==> config.mk <==
export PLATFORM = sky130hd
export DESIGN_NAME = status_gen
export DESIGN_NICKNAME = d
export VERILOG_FILES = /design/src/rtl/status_gen.sv
export SDC_FILE = /design/constraint.sdc
export NUM_CORES = 1
export LEC_CHECK = 0
export BUFFER_PORTS_ARGS = -buffer_cell sky130_fd_sc_hd__buf_2
export CAP_MARGIN = 10
export CORE_MARGIN = 2
export CORE_UTILIZATION = 50
export CTS_BUF_LIST = sky130_fd_sc_hd__clkbuf_4 sky130_fd_sc_hd__clkbuf_8
export DETAILED_ROUTE_END_ITERATION = 10
export PLACE_DENSITY = 0.71
export SYNTH_ARGS = -nofsm -noshare
export SYNTH_HDL_FRONTEND = slang
export SYNTH_SLANG_ARGS = --single-unit
==> constraint.sdc <==
create_clock -name clk -period 3.2 [get_ports clk]
set_clock_uncertainty 0.15 [all_clocks]
set_input_delay 0.32 -clock clk [delete_from_list [all_inputs] [get_ports clk]]
set_output_delay 0.32 -clock clk [all_outputs]
set_load 0.01 [all_outputs]
==> src/rtl/status_gen.sv <==
// Two-stage ALU flag generator: operand register, then a {Z,N,V}/result register
// handed to the branch unit over a valid/ack handshake.
module status_gen #(
    parameter int WIDTH = 16
) (
    input  logic             clk,
    input  logic             reset_n,
    input  logic             in_valid,
    output logic             in_ready,
    input  logic [WIDTH-1:0] ain,
    input  logic [WIDTH-1:0] bin,
    input  logic [1:0]       aluop,
    output logic [2:0]       status,
    output logic [WIDTH-1:0] result,
    output logic             status_valid,
    input  logic             status_ack
);

    localparam logic [1:0] OP_ADD  = 2'b00;
    localparam logic [1:0] OP_SUB  = 2'b01;
    localparam logic [1:0] OP_AND  = 2'b10;
    localparam int         MSB     = WIDTH - 1;

    logic             s1_valid;
    logic [WIDTH-1:0] s1_a;
    logic [WIDTH-1:0] s1_b;
    logic [1:0]       s1_op;
    logic             adv;
    logic             accept;
    logic [WIDTH-1:0] alu_r;
    logic             alu_v;

    // Stage 2 can take a new set when it is empty or its current set is being acked.
    assign adv      = s1_valid & (~status_valid | status_ack);
    assign in_ready = ~s1_valid | adv;
    assign accept   = in_valid & in_ready;

    // NOTE: every output of a combinational block gets a default first so no latch is inferred.
    always_comb begin
        alu_r = '0;
        alu_v = 1'b0;
        case (s1_op)
            OP_ADD: begin
                alu_r = s1_a + s1_b;
                alu_v = (s1_a[MSB] == s1_b[MSB]) & (alu_r[MSB] != s1_a[MSB]);
            end
            OP_SUB: begin
                alu_r = s1_a - s1_b;
                alu_v = (s1_a[MSB] != s1_b[MSB]) & (alu_r[MSB] != s1_a[MSB]);
            end
            OP_AND:  alu_r = s1_a & s1_b;
            default: alu_r = ~s1_b;
        endcase
    end

    // NOTE: sequential state uses non-blocking assignments so all registers update together.
    always_ff @(posedge clk or negedge reset_n) begin
        if (!reset_n) begin
            s1_valid <= 1'b0;
            s1_a     <= '0;
            s1_b     <= '0;
            s1_op    <= OP_ADD;
        end else begin
            if (accept) begin
                s1_valid <= 1'b1;
                s1_a     <= ain;
                s1_b     <= bin;
                s1_op    <= aluop;
            end else if (adv) begin
                s1_valid <= 1'b0;
            end
        end
    end

    // An ack coinciding with an advance is absorbed by the reload, so valid never bubbles.
    always_ff @(posedge clk or negedge reset_n) begin
        if (!reset_n) begin
            status       <= 3'b000;
            result       <= '0;
            status_valid <= 1'b0;
        end else begin
            if (adv) begin
                result       <= alu_r;
                status       <= {(alu_r == '0), alu_r[MSB], alu_v};
                status_valid <= 1'b1;
            end else if (status_ack) begin
                status_valid <= 1'b0;
            end
        end
    end

endmodule
==> flow_summary.yaml, run 1 <==
outcome:
  outcome: "completed"
placed_design:
  dpl.cell_count: 613
  place.gp.congestion: 0.897
  port_buffers: 58
  dp_hpwl_mm: 7.20
clocking:
  clock_path_buffers: 2
  insertion_delay_ns: 0.32
  cts_tree: "done"
  cts-buffers-inserted: 5
  htreeDepth: 2
  root_buffer: "clkbuf_8"
  clk_pin_slew_ns: 0.11
  clock_sink_count: 54
synth:
  syn_area_per_cell_um2: 9.17
  syn_area_um2: 4110
  yosys.area_share.simple_pct: 17.2
  synthArstFlopShare_pct: 100
  synth_cells: 448
  synth.top_cell.area_share_pct: 32.9
  ys_seq_area_share_pct: 32.9
  synth_top_family_by_area: "compound AO/OA/AOI/OAI gates"
  synth_fp_nets: 520
  synthAdderAreaFrac_pct: 10.7
  synthXorXnorAreaFrac_pct: 2.35
  synth.largest_area_cell: "dfrtp_1"
  synth_edf_count: 0
  post-synth-top-count-cell: "dfrtp_1"
  yosys_warnings: 0
  synthTopCellsByArea: "dfrtp_1 (33%), mux2_2 (11%), ha_1 (9.8%)"
  yosys-top-cells-count: "dfrtp_1 (54), mux2_2 (40), nand2_1 (40), ha_1 (32), nor2_1 (30)"
  yosys-mux-area-fraction_pct: 14.4
  synth-compound-area-share_pct: 17.2
  yosysUniqueCellTypes: 60
  synth_ff_type: "dfrtp_1"
  synth-seq-cells: 54
worst_setup_path:
  arrival_ns: 3.16
  cp.depth: 13
  ff2ff_path_depth: 13
  cpMostUsedCell: "o21ai_1"
  cp_cell_sequence: "buf_6 -> ha_4 -> fa_2 -> nand2b_4 -> a21oi_4 -> o221ai_2 -> mux2i_1 -> xnor2_1 -> o21ai_1 -> buf_4 -> nand4b_1 -> or4_1 -> o21ai_1"
  critPathCaptureType: "register"
  crit_type: "reg2reg"
  critical_path.max_stage_delay_ns: 0.47
  required_ns: 3.29
  cp_slowest_cell: "or4_1"
  crit_fanout: 3
  cp-start-kind: "register"
  crit_buf_inv: 2
  critPathTopFamily: "simple AND/OR/NAND/NOR gates"
timing:
  finalCritPeriodShare_pct: 96.0
  timing.hold.ws_ns: 0.0455
  min_period_ns: 3.07
  slew_headroom_pct: 54.5
  hold_viol: 0
  setup_viol: 0
  timing.fmax_mhz: 326
  worstMarginPinSlew_ns: 0.683
  final_max_slew_viol_count: 0
routing:
  wl_per_cell_um: 15.2
  viasPerCell: 5.69
  route.vias.total: 3580
  drcViolationCount: 0
  wirelength_mm: 9.56
  first_iter_violations: 183
  antenna_left: 0
  first_pass_iters: 4
global_routing:
  grt_max_degree: 35
  grt_pass1_vias: 3393
  antenna_found_initial: 0
  grt_usage_pct: 22.0
  grt_overflow: 0
  grt_pass1_wl_mm: 15.9
floorplanning:
  core_area_um2: 8090
  initial_core_util_pct: 50.7
  die_w_um: 94.6
  fp.dieH_um: 94.6
  io_pins: 59
  die_area_um2: 8950
  rows: 33
finish:
  final_core_util_pct: 61.2
  final_nets: 595
  stdcell_count: 629
  drive_gt1_share_pct: 35.1
  n_antenna_cell: 0
  syn2layout_area_growth_pct: 20.7
hold_path:
  hp-class: "in2reg"
  hold_depth: 2
power:
  p_per_area_nw_per_um2: 619
  ir_drop_uv: 277
  leakagePower_uw: 0.00224
job:
  cap_violations: 0
[cell families (layout without fill, tap and decap cells)]
group | count (synthesis) | in the layout
simple gates | 140 | 140
compound gates | 103 | 103
flops | 54 | 54
mux | 53 | 53
buf+inv | 53 | 129
xor+xnor | 11 | 11
fa+ha+maj | 34 | 34
[power breakdown]
part | switching (uW) | internal, uW | total (uW) | leakage (uW)
registers | 112 | 839 | 951 | 0.000639
logic | 914 | 799 | 1710 | 0.00155
clock network | 244 | 159 | 403 | 0.0000483
total | 1270 | 1800 | 3070 | 0.00224
[per-layer routing]
metal  track usage, %  share of wire, %  up-vias
li1                 -                 -     1746
met1             31.2                47     1722
met2             35.7                47      102
met3             3.43               5.0       10
met4             4.95               1.0        0
met5                0                 0        -
[timing repair]
item	4_1_cts	5_1_grt
endpoints found under the hold margin	30	0
buffers inserted	0	7
endpoints found under the setup margin	2	4
pin swaps	0	14
hold buffers	1	0
resized for setup	5	37
[cell type report]
type	count	area (um^2)
Clock inverter	3	26.3
Clock buffer	5	68.8
Tap cell	105	131
Timing Repair Buffer	93	559
Multi-Input combinational cell	341	2710
Sequential cell	54	1350
Inverter	28	105
Fill cell	719	3140
[per-stage QoR]
| step | power (uW) | area [um^2] | setup TNS [ns] | setup slack [ns] |
|---|---|---|---|---|
| after floorplan | 2020 | 4110 | 0 | 0.203 |
| after global placement | 2460 | 4620 | -0.0384 | -0.0384 |
| after detailed placement | 2510 | 4620 | -0.106 | -0.0818 |
| after CTS | 2930 | 4740 | 0 | 0.00000244 |
| after global routing | 3310 | 4960 | -0.0135 | -0.0135 |
| final | 3070 | 4960 | 0 | 0.128 |
[sequential cells by signal, indices dropped and copies added, names as in the netlist]
name          cells
status_valid      1
s1_op             2
s1_a             16
result           15
s1_b             16
status            3
s1_valid          1
[cells in the final DEF (no fill, tap or decap), drive strengths merged, types with 4 or more instances in the layout]
| master | count |
|---|---|
| nand3 | 11 |
| o211ai | 7 |
| mux2i | 12 |
| nor2 | 30 |
| or2 | 4 |
| buf | 92 |
| a211oi | 7 |
| clkbuf | 5 |
| mux2 | 40 |
| ha | 32 |
| inv | 27 |
| a21oi | 23 |
| nor3 | 8 |
| clkinv | 4 |
| nor2b | 10 |
| or3 | 5 |
| nand2 | 40 |
| o21ai | 29 |
| and3 | 4 |
| xnor2 | 8 |
| dfrtp | 54 |
| nand2b | 9 |
| a31oi | 4 |
| a2111oi | 5 |
[worst paths after layout]
kind                            startpoint    endpoint  slack (ns)
worst max register to register     s1_b[0]   status[2]        0.13
worst min register to register   result[7]   result[7]        0.33
min in group asynchronous          reset_n     s1_a[1]        0.42
worst min-delay path              in_valid    s1_valid        0.05
worst max-delay path               s1_b[0]   status[2]        0.13
max in group asynchronous          reset_n  result[14]        1.71
(Power assumes the default switching activity.)
==> run 2, diff against run 1 <==
--- a/config.mk
+++ b/config.mk
@@ -11,7 +11,8 @@
 export CORE_UTILIZATION = 50
 export CTS_BUF_LIST = sky130_fd_sc_hd__clkbuf_4 sky130_fd_sc_hd__clkbuf_8
 export DETAILED_ROUTE_END_ITERATION = 10
-export PLACE_DENSITY = 0.71
+export PLACE_DENSITY = 0.74
+export SKIP_CTS_REPAIR_TIMING = 1
 export SYNTH_ARGS = -nofsm -noshare
 export SYNTH_HDL_FRONTEND = slang
 export SYNTH_SLANG_ARGS = --single-unit
==> flow_summary.yaml, run 2 (synthesized netlist as in run 1, its figures left out) <==
outcome:
  outcome: "completed"
global_routing:
  grt_pass1_vias: 3332
  grt_max_degree: 37
  grt_overflow: 0
  antenna_found_initial: 0
  grt_usage_pct: 22.0
  grt_pass1_wl_mm: 15.8
placed_design:
  port_buffers: 58
  dp_hpwl_mm: 7.28
  place.gp.congestion: 0.925
  dpl.cell_count: 610
clocking:
  insertion_delay_ns: 0.30
  cts-buffers-inserted: 5
  clock_path_buffers: 2
  clock_sink_count: 54
  root_buffer: "clkbuf_8"
  cts_tree: "done"
  clk_pin_slew_ns: 0.10
  htreeDepth: 2
timing:
  slew_headroom_pct: 63.6
  timing.fmax_mhz: 326
  finalCritPeriodShare_pct: 95.8
  final_max_slew_viol_count: 0
  min_period_ns: 3.07
  worstMarginPinSlew_ns: 0.546
  hold_viol: 0
  setup_viol: 0
  finalSetupTns_ns: 0
finish:
  register_area_um2: 1350
  top_regs: "s1_a x16, s1_b x16, result x15"
  drive_gt1_share_pct: 32.3
  stdcell_count: 622
  multi_input_area_um2: 2650
  mostFrequentLayoutCells: "buf_2 (58), dfrtp_1 (54), nand2_1 (40), mux2_2 (40), nor2_1 (30)"
  final_nets: 588
  n_antenna_cell: 0
  nFillCells: 733
  syn2layout_area_growth_pct: 18.9
  final_common_cell: "buf_2"
power:
  power_uw: 3150
  p_per_area_nw_per_um2: 645
  leakagePower_uw: 0.00222
  ir_drop_uv: 330
job:
  cap_violations: 0
routing:
  routed.top_layer: "met4"
  first_iter_violations: 245
  met2_length_mm: 4.50
  wl_per_cell_um: 15.2
  route.vias.total: 3561
  route.layer.met1.wl_mm: 4.38
  wirelength_mm: 9.44
  dr_wl_met3_um: 510
  viasPerCell: 5.73
  antenna_left: 0
  drcViolationCount: 0
  first_pass_iters: 5
floorplanning:
  core_area_um2: 8090
  rows: 33
  die_w_um: 94.6
  io_pins: 59
  fp.dieH_um: 94.6
  initial_core_util_pct: 50.7
  die_area_um2: 8950
worst_setup_path:
  cp_cell_sequence: "inv_1 -> ha_2 -> nor3_4 -> a21bo_4 -> a211oi_4 -> o21ai_2 -> o31a_1 -> a2111oi_4 -> a221oi_2 -> or4_1 -> o21ai_1"
  crit_buf_inv: 1
  crit_type: "reg2reg"
  crit_fanout: 6
  critPathTopFamily: "compound AO/OA/AOI/OAI gates"
  arrival_ns: 3.16
  critPathCaptureType: "register"
  required_ns: 3.30
  cp_slowest_cell: "or4_1"
  critical_path.max_stage_delay_ns: 0.48
  cp-start-kind: "register"
hold_path:
  hp-class: "in2reg"
[run 2: power by group]
group / total (uW) / switching (uW) / internal, uW
Combinational: 1640 / 886 / 753
Clock: 560 / 226 / 334
Sequential: 950 / 111 / 839
[run 2: per-stage QoR]
| step | worst slack, ns | hold slack, ns | cell area [um^2] | util [%] |
|---|---|---|---|---|
| floorplan | 0.203 | -0.126 | 4110 | - |
| global placement | 0.0849 | 0.182 | 4600 | 56.8 |
| detailed placement | -0.0356 | 0.190 | 4600 | 56.8 |
| CTS | -0.0536 | -0.148 | 4740 | 58.6 |
| global route | -0.00797 | 0.0697 | 4880 | 60.3 |
| finish | 0.134 | 0.0645 | 4880 | 60.3 |
[run 2: per-layer routing]
| metal | vias up | GRT usage, % |
|---|---|---|
| met5 | - | 0 |
| met4 | 0 | 4.23 |
| met3 | 8 | 3.27 |
| met2 | 129 | 36.1 |
| met1 | 1685 | 30.9 |
| li1 | 1739 | - |
[run 2: worst paths after layout]
check                                from         to  slack, ns  depth (start not counted)
max in group asynchronous         reset_n   s1_op[0]       1.74                          3
worst max register to register    s1_b[4]  status[2]       0.13                         11
worst min register to register  result[7]  result[7]       0.33                          2
worst min-delay path             in_valid   s1_valid       0.06                          2
min in group asynchronous         reset_n   s1_a[12]       0.37                          2
worst max-delay path              s1_b[4]  status[2]       0.13                         11
[run 2: layout make-up]
| class | instances | area share (%) |
|---|---|---|
| well taps | 105 | 2.69 |
| repair buffers | 86 | 10.3 |
| multi-input cells | 341 | 54.3 |
| clock buffers | 6 | 1.69 |
| clock inverters | 2 | 1.23 |
| inverters | 28 | 2.15 |
| flip-flops and latches | 54 | 27.7 |
